$ cat config.mk
export PLATFORM = sky130hd
export DESIGN_NAME = jk_bank_driver
export DESIGN_NICKNAME = d
export VERILOG_FILES = /design/src/rtl/jk_pkg.sv /design/src/rtl/jk_excite.sv /design/src/rtl/jk_bank_driver.sv
export SDC_FILE = /design/constraint.sdc
export NUM_CORES = 1
export LEC_CHECK = 0
export ABC_AREA = 1
export BUFFER_PORTS_ARGS = -buffer_cell sky130_fd_sc_hd__buf_4
export CAP_MARGIN = 25
export CORE_MARGIN = 10
export CORE_UTILIZATION = 53
export DETAILED_ROUTE_END_ITERATION = 16
export GPL_TIMING_DRIVEN = 1
export HOLD_SLACK_MARGIN = 0.05
export PLACE_DENSITY = 0.8
export SKIP_LAST_GASP = 1
export SLEW_MARGIN = 20
export SYNTH_ARGS = -nofsm -noshare
export SYNTH_HDL_FRONTEND = slang
export SYNTH_SLANG_ARGS = --single-unit
$ cat constraint.sdc
create_clock -name clk -period 3.2 [get_ports clk]
set_clock_uncertainty 0.2 [all_clocks]
set_input_delay 0.32 -clock clk [delete_from_list [all_inputs] [get_ports clk]]
set_output_delay 0.32 -clock clk [all_outputs]
set_load 0.01 [all_outputs]
$ cat src/rtl/jk_pkg.sv
// Shared encodings for the JK latch-bank driver: request ops, FSM states and j/k pair codes.
package jk_pkg;

    localparam int unsigned JK_STATE_W = 3;
    localparam int unsigned JK_PAIR_W  = 2;

    localparam logic JK_OP_WRITE  = 1'b0;
    localparam logic JK_OP_TOGGLE = 1'b1;

    localparam logic [JK_STATE_W-1:0] ST_IDLE   = 3'd0;
    localparam logic [JK_STATE_W-1:0] ST_SETUP  = 3'd1;
    localparam logic [JK_STATE_W-1:0] ST_STROBE = 3'd2;
    localparam logic [JK_STATE_W-1:0] ST_HOLD   = 3'd3;
    localparam logic [JK_STATE_W-1:0] ST_CHECK  = 3'd4;

    // {j,k} pair codes; 2'b11 would make a transparent latch oscillate
    localparam logic [JK_PAIR_W-1:0] JK_HOLD    = 2'b00;
    localparam logic [JK_PAIR_W-1:0] JK_RST     = 2'b01;
    localparam logic [JK_PAIR_W-1:0] JK_SET     = 2'b10;
    localparam logic [JK_PAIR_W-1:0] JK_ILLEGAL = 2'b11;

endpackage

$ cat src/rtl/jk_excite.sv
// Per-cell JK excitation: minimal {j,k} pair moving a cell from cur to target.
module jk_excite
    import jk_pkg::*;
(
    input  logic                 cur,
    input  logic                 target,
    output logic [JK_PAIR_W-1:0] jk_c
);

    always_comb begin
        jk_c = JK_HOLD;
        if (cur != target) begin
            jk_c = target ? JK_SET : JK_RST;
        end
    end

    always_comb begin
        assert (jk_c != JK_ILLEGAL) else $error("jk_excite: illegal j=k=1 pair");
    end

endmodule

$ cat src/rtl/jk_bank_driver.sv
// Initiator for a bank of JK latch cells: excites j/k, pulses en, then verifies q feedback.
module jk_bank_driver
    import jk_pkg::*;
#(
    parameter int unsigned WIDTH = 4,
    parameter int unsigned PULSE = 2
) (
    input  logic             clk,
    input  logic             rst,
    input  logic             req_valid,
    input  logic             req_op,
    input  logic [WIDTH-1:0] req_data,
    output logic             req_ready,
    input  logic [WIDTH-1:0] q_fb,
    output logic [WIDTH-1:0] j,
    output logic [WIDTH-1:0] k,
    output logic             en,
    output logic             done,
    output logic             fail,
    output logic [WIDTH-1:0] expected
);

    localparam int unsigned CNT_W = (PULSE > 1) ? $clog2(PULSE) : 1;
    localparam logic [CNT_W-1:0] CNT_LAST = CNT_W'(PULSE - 1);

    logic [JK_STATE_W-1:0] state, state_nxt;
    logic [CNT_W-1:0]      cnt, cnt_nxt;
    logic [WIDTH-1:0]      j_nxt, k_nxt, expected_nxt;
    logic                  en_nxt, done_nxt, fail_nxt, ready_nxt;

    logic [WIDTH-1:0]      target_c;
    logic [WIDTH-1:0]      exc_j_c, exc_k_c;

    // Bank is never enabled in IDLE, so q_fb at the accept edge is the SETUP snapshot
    assign target_c = (req_op == JK_OP_TOGGLE) ? (q_fb ^ req_data) : req_data;

    for (genvar i = 0; i < int'(WIDTH); i++) begin : g_excite
        logic [JK_PAIR_W-1:0] pair_c;
        jk_excite u_excite (
            .cur    (q_fb[i]),
            .target (target_c[i]),
            .jk_c   (pair_c)
        );
        assign exc_j_c[i] = pair_c[1];
        assign exc_k_c[i] = pair_c[0];
    end

    // Next-state and next-output logic; all outputs are registered below
    always_comb begin
        state_nxt    = state;
        cnt_nxt      = cnt;
        j_nxt        = j;
        k_nxt        = k;
        expected_nxt = expected;
        en_nxt       = 1'b0;
        done_nxt     = 1'b0;
        fail_nxt     = 1'b0;
        ready_nxt    = 1'b0;

        case (state)
            ST_IDLE: begin
                ready_nxt = 1'b1;
                j_nxt     = '0;
                k_nxt     = '0;
                if (req_valid && req_ready) begin
                    state_nxt    = ST_SETUP;
                    ready_nxt    = 1'b0;
                    j_nxt        = exc_j_c;
                    k_nxt        = exc_k_c;
                    expected_nxt = target_c;
                end
            end
            ST_SETUP: begin
                state_nxt = ST_STROBE;
                en_nxt    = 1'b1;
                cnt_nxt   = '0;
            end
            ST_STROBE: begin
                if (cnt == CNT_LAST) begin
                    state_nxt = ST_HOLD;
                end else begin
                    en_nxt  = 1'b1;
                    cnt_nxt = cnt + CNT_W'(1);
                end
            end
            ST_HOLD: begin
                state_nxt = ST_CHECK;
                j_nxt     = '0;
                k_nxt     = '0;
                done_nxt  = 1'b1;
                fail_nxt  = (q_fb != expected);
            end
            ST_CHECK: begin
                state_nxt = ST_IDLE;
                ready_nxt = 1'b1;
            end
            default: begin
                state_nxt = ST_IDLE;
                ready_nxt = 1'b1;
                j_nxt     = '0;
                k_nxt     = '0;
            end
        endcase
    end

    // State and output registers; reset clears en/j/k immediately
    always_ff @(posedge clk or posedge rst) begin
        if (rst) begin
            state     <= ST_IDLE;
            cnt       <= '0;
            j         <= '0;
            k         <= '0;
            en        <= 1'b0;
            done      <= 1'b0;
            fail      <= 1'b0;
            expected  <= '0;
            req_ready <= 1'b1;
        end else begin
            state     <= state_nxt;
            cnt       <= cnt_nxt;
            j         <= j_nxt;
            k         <= k_nxt;
            en        <= en_nxt;
            done      <= done_nxt;
            fail      <= fail_nxt;
            expected  <= expected_nxt;
            req_ready <= ready_nxt;
        end
    end

    always_ff @(posedge clk) begin
        if (!rst) begin
            assert ((j & k) == '0) else $error("jk_bank_driver: j=k=1 driven");
        end
    end

endmodule

==> results.yml, run 1 <==
outcome:
  outcome: "completed"
die:
  die-area_um2: 3890
  ios: 28
  core_um2: 1710
  initial_core_util_pct: 55.8
  rows: 15
  die_h_um: 62.4
  dieWidth_um: 62.4
setup_path:
  cp_cell_sequence: "buf_4"
  max_stage_delay_ps: 550
  arrival_ps: 960
  cp-start-kind: "flop"
  crit_buf_inv: 1
  crit_fanout: 3
  slowest_stage: "dfstp_2"
  required_ps: 2680
  critical_path_class: "flop to primary output"
  endpoint_kind: "primary output"
  cp_top_family: "flip-flops"
global_route:
  grt_usage_pct: 12.1
  antenna_found_initial: 0
  grt_pass1_vias: 875
  gr-total-overflow: 0
  grt_max_degree: 21
  grt_first_pass_wirelength_um: 3900
finish:
  num_antenna_cells: 0
  finalNetCount: 163
  drive_gt1_share_pct: 23.5
  fillerInstances: 151
  seq_area_um2: 502
  fin_area_um2: 1210
  multi_input_area_um2: 367
  final_util_pct: 70.6
  areaGrowthSynthToFinish_pct: 26.7
hold_path:
  hp-class: "input pin to flop"
power_and_ir_drop:
  ir_drop_mv: 0.712
  p_total_mw: 0.910
  power.density_nw_per_um2: 754
  power.leakage_nw: 0.716
detailed_routing:
  ant_nets: 0
  routedWlPerCell_um: 13.0
  drc: 0
  drt_pass1_iterations: 4
  via_per_inst: 4.90
  finalWirelength_um: 2270
  first_iter_violations: 24
  vias: 852
synthesis:
  yosysWarnings: 0
  yosysMostFrequentCell: "nand2_1"
  synth_top_area_cell: "dfrtp_1"
  async_reset_ff_share_pct: 100
  ys_seq_area_share_pct: 52.7
  synthTopCellsByCount: "nand2_1 (49), dfrtp_1 (19), inv_1 (18), nand3_1 (13), o21ai_0 (6)"
  synth_fp_nets: 132
  yosysUniqueCellTypes: 16
  synth_area_leaders: "dfrtp_1 (50%), nand2_1 (19%), inv_1 (7.1%)"
  synth_enable_flop_cells: 0
  syn-cell-area_um2: 952
  synth_ff_type: "dfrtp_1"
  synth_top_area_share_pct: 49.9
  syn_avg_cell_area_um2: 8.00
  syn_inst: 119
  ys_seq_elements: 20
sta:
  setup_viol: 0
  hold_viol: 0
  finalMaxSlewViolations: 0
  period_minus_slack_ps: 1480
  tightest_slew_ps: 724
  whs_ps: 66.9
  rsz0062_at_grt: "false"
  slew_headroom_pct: 51.7
  finalSetupTns_ps: 0
  period_share_pct: 46.3
  clock.fmax_mhz: 675
clock_network:
  cts_made_buffers: 3
  clock_path_buffers: 2
  clk_latency_ps: 310
  htreeDepth: 1
  ctsResizeCount: 0
  clock_sinks: 20
  clk_pin_slew_ps: 120
  root_buffer: "clkbuf_4"
  cts_tree: "built"
placement:
  hpwl_um: 1810
  place_congestion: 0.813
  postPlaceCellArea_um2: 1170
  io_buffers: 27
run:
  cap_violations: 0
report_power, final:
group,total (mW),switching (mW),internal [mW]
Combinational,0.383,0.223,0.160
Sequential,0.404,0.0643,0.339
Clock,0.123,0.0746,0.0486
cells in the final DEF, fill, tap and decap left out, drive strengths merged:
cell,n
buf,27
clkbuf,4
dfrtp,19
dfstp,1
dlygate4sd3,1
ha,1
inv,18
nand2,50
nand3,14
nand4,1
nor2,5
o211a,1
o21ai,6
xnor2,1
routing by layer:
metal / routed length, um / GRT usage (%)
met1: 948 / 13.1
met2: 1070 / 20.4
met3: 179 / 3.94
met4: 68 / 6.42
met5: 0 / 0
through the flow:
stage | setup slack (ps) | cells
final | 1720 | 174
after global routing | 1620 | 174
after CTS | 1710 | 174
after detailed placement | 1770 | 169
after global placement | 1840 | 169
after floorplan | 1890 | 119
cells by family (layout without fill, tap and decap cells):
group / Yosys count / count (layout) / synth area share [%]
AO/OA/AOI/OAI: 7 / 7 / 4.21
XOR/XNOR: 1 / 1 / 0.920
adder cells (fa/ha/maj): 1 / 1 / 1.31
buffers and inverters: 20 / 50 / 8.80
flip-flops: 20 / 20 / 52.7
AND/OR/NAND/NOR: 70 / 70 / 32.1
tightest hold or removal path: stages:
cell	delay [ps]
buf_4	100
nand3_1	70
nand2_1	50
area by class of cell:
cell class	count	area share (%)
clock buffers	4	2.18
inverters	18	5.60
multi-input cells	79	30.4
flip-flops and latches	20	41.6
well taps	25	2.59
repair buffers	28	17.6
registers in the layout, indices dropped and copies added (netlist names):
signal     cells
j              4
en             1
expected       4
fail           1
cnt            1
state          3
k              4
req_ready      1
done           1
final timing paths:
kind / start / to / cells past startpoint / slack, ps
max: req_ready / req_ready / 1 / 1720
min: q_fb[1] / k[1] / 3 / 70
max reg2reg: state[0] / j[0] / 5 / 1740
min reg2reg: k[2] / k[2] / 2 / 280
max in group asynchronous: rst / state[0] / 3 / 1840
min in group asynchronous: rst / j[2] / 3 / 490
what timing repair did:
action / 4_1_cts / 5_1_grt
hold buffers: 1 / 0
hold endpoints to repair: 19 / 0
setup buffers: 0 / 0
setup endpoints to repair: 0 / 0
No activity file was read; power rests on OpenSTA's default activity.
==> run 2, diff against run 1 <==
CORE_UTILIZATION = 49   (was 53)
PLACE_DENSITY = 0.74   (was 0.8)
clock period = 1.5 ns   (was 3.2 ns; I/O delays follow)
==> run 2 against run 1 <==
First-iteration DRC count is 8.3% higher. Wire length grew 7.4%. Count of clock-buffer cells in the layout is the same. Clock power grew to 2.5 times the previous value. Sequential share of layout area fell by 4.9 points. Worst hold slack better by 160 ps. Critical path depth up 5.
==> results.yml, run 2 (synthesis gave the netlist of run 1 again) <==
run:
  cap_violations: 0
die:
  die_h_um: 64.1
  ios: 28
  rows: 15
  die-area_um2: 4110
  core_um2: 1780
  initial_core_util_pct: 53.4
  dieWidth_um: 64.1
placement:
  pre_cts_ws_ps: 72.6
  io_buffers: 27
  hpwl_um: 1710
  postPlaceCellArea_um2: 1180
  place_congestion: 0.760
  placed_cells: 171
global_route:
  grt_max_degree: 21
  grt_pass1_vias: 939
  antenna_found_initial: 1
  grt_first_pass_wirelength_um: 4000
  grt_usage_pct: 12.1
  gr-total-overflow: 0
setup_path:
  crit_fanout: 10
  arrival_ps: 1440
  required_ps: 1530
  r2r_slack_ps: 90
  cp-start-kind: "flop"
  path_common_cell: "nor2_4"
  max_stage_delay_ps: 460
  cp_top_family: "simple AND/OR/NAND/NOR gates"
  slowest_stage: "dfrtp_1"
  crit_buf_inv: 1
  critical_path_class: "flop to flop"
  cp_cell_sequence: "nor2_4 -> nand2_2 -> nor2_4 -> buf_12 -> nand2_1 -> o21ai_0"
  endpoint_kind: "flop"
power_and_ir_drop:
  power.density_nw_per_um2: 1540
  power.leakage_nw: 0.791
  ir_drop_mv: 1.28
  p_total_mw: 2.10
detailed_routing:
  first_iter_violations: 26
  dr_wl_met3_um: 197
  wl_met2_um: 1130
  vias: 916
  routedWlPerCell_um: 12.9
  drt_pass1_iterations: 6
  drc: 0
  drt-met1-wl_um: 982
  ant_nets: 0
  finalWirelength_um: 2440
  via_per_inst: 4.85
  top_layer_used: "met4"
sta:
  period_minus_slack_ps: 1410
  finalMaxSlewViolations: 0
  period_share_pct: 94.2
  slew_headroom_pct: 83.7
  tightest_slew_ps: 245
  hold_viol: 0
  clock.fmax_mhz: 707
  setup_slack_ps: 86.5
  setup_viol: 0
finish:
  drive_gt1_share_pct: 25.2
  areaGrowthSynthToFinish_pct: 43.5
  final_common_cell: "nand2_1"
  fin_area_um2: 1370
  layout.cells.most_common_list: "nand2_1 (49), buf_4 (30), dfrtp_1 (19)"
  finalNetCount: 177
  reg_top3: "expected: 4 flops, j: 4 flops, k: 4 flops"
  final_cells: 189
outcome:
  outcome: "completed"
clock_network:
  clock_path_buffers: 2
  root_buffer: "clkbuf_4"
  cts_tree: "built"
  clk_latency_ps: 300
  clock_sinks: 20
  htreeDepth: 1
  cts_made_buffers: 3
  clk_pin_slew_ps: 110
hold_path:
  hp-class: "input pin to asynchronous set/reset pin"
[run 2: power by group]
part	internal (mW)	switching (mW)
clock network	0.148	0.164
registers	0.724	0.142
logic	0.411	0.511
[run 2: worst paths after layout]
check,startpoint,depth (start not counted),endpoint
max reg2reg,state[0],6,expected[1]
min,rst,4,cnt
max,state[0],6,expected[1]
min reg2reg,j[0],2,j[0]
min in group clk,j[0],2,j[0]
max in group asynchronous,rst,4,req_ready
[run 2: final cells by class]
class | instances | area [um2]
inverter | 18 | 67.6
antenna | 1 | 2.50
timing repair buffer | 42 | 355
clock buffer | 4 | 36.3
fill | 136 | 417
tap | 25 | 31.3
multi-input combinational | 79 | 372
sequential | 20 | 502
[run 2: through the flow]
step                      hold WS [ps]  util, %  setup TNS (ps)
after global routing               251     76.6           -4.48
after detailed placement         -1.57     66.5               0
after CTS                          234     74.7               0
after floorplan                  -86.9        -               0
final                              222     76.6               0
after global placement           -7.28     66.5               0
[run 2: what timing repair did]
action,CTS,global route
hold buffers,11,0
setup endpoints to repair,0,11
hold endpoints to repair,34,0
setup buffers,0,2
gates resized for setup,0,1
[run 2: tightest hold or removal path: cells and delay by family]
family / cells / cell delay [ps]
buf+inv: 4 / 960
[run 2: routing by layer]
layer / GRT usage, % / vias up
met1: 12.2 / 410
met3: 4.01 / 11
met4: 9.84 / 0
met2: 19.9 / 43
met5: 0 / -
li1: - / 452
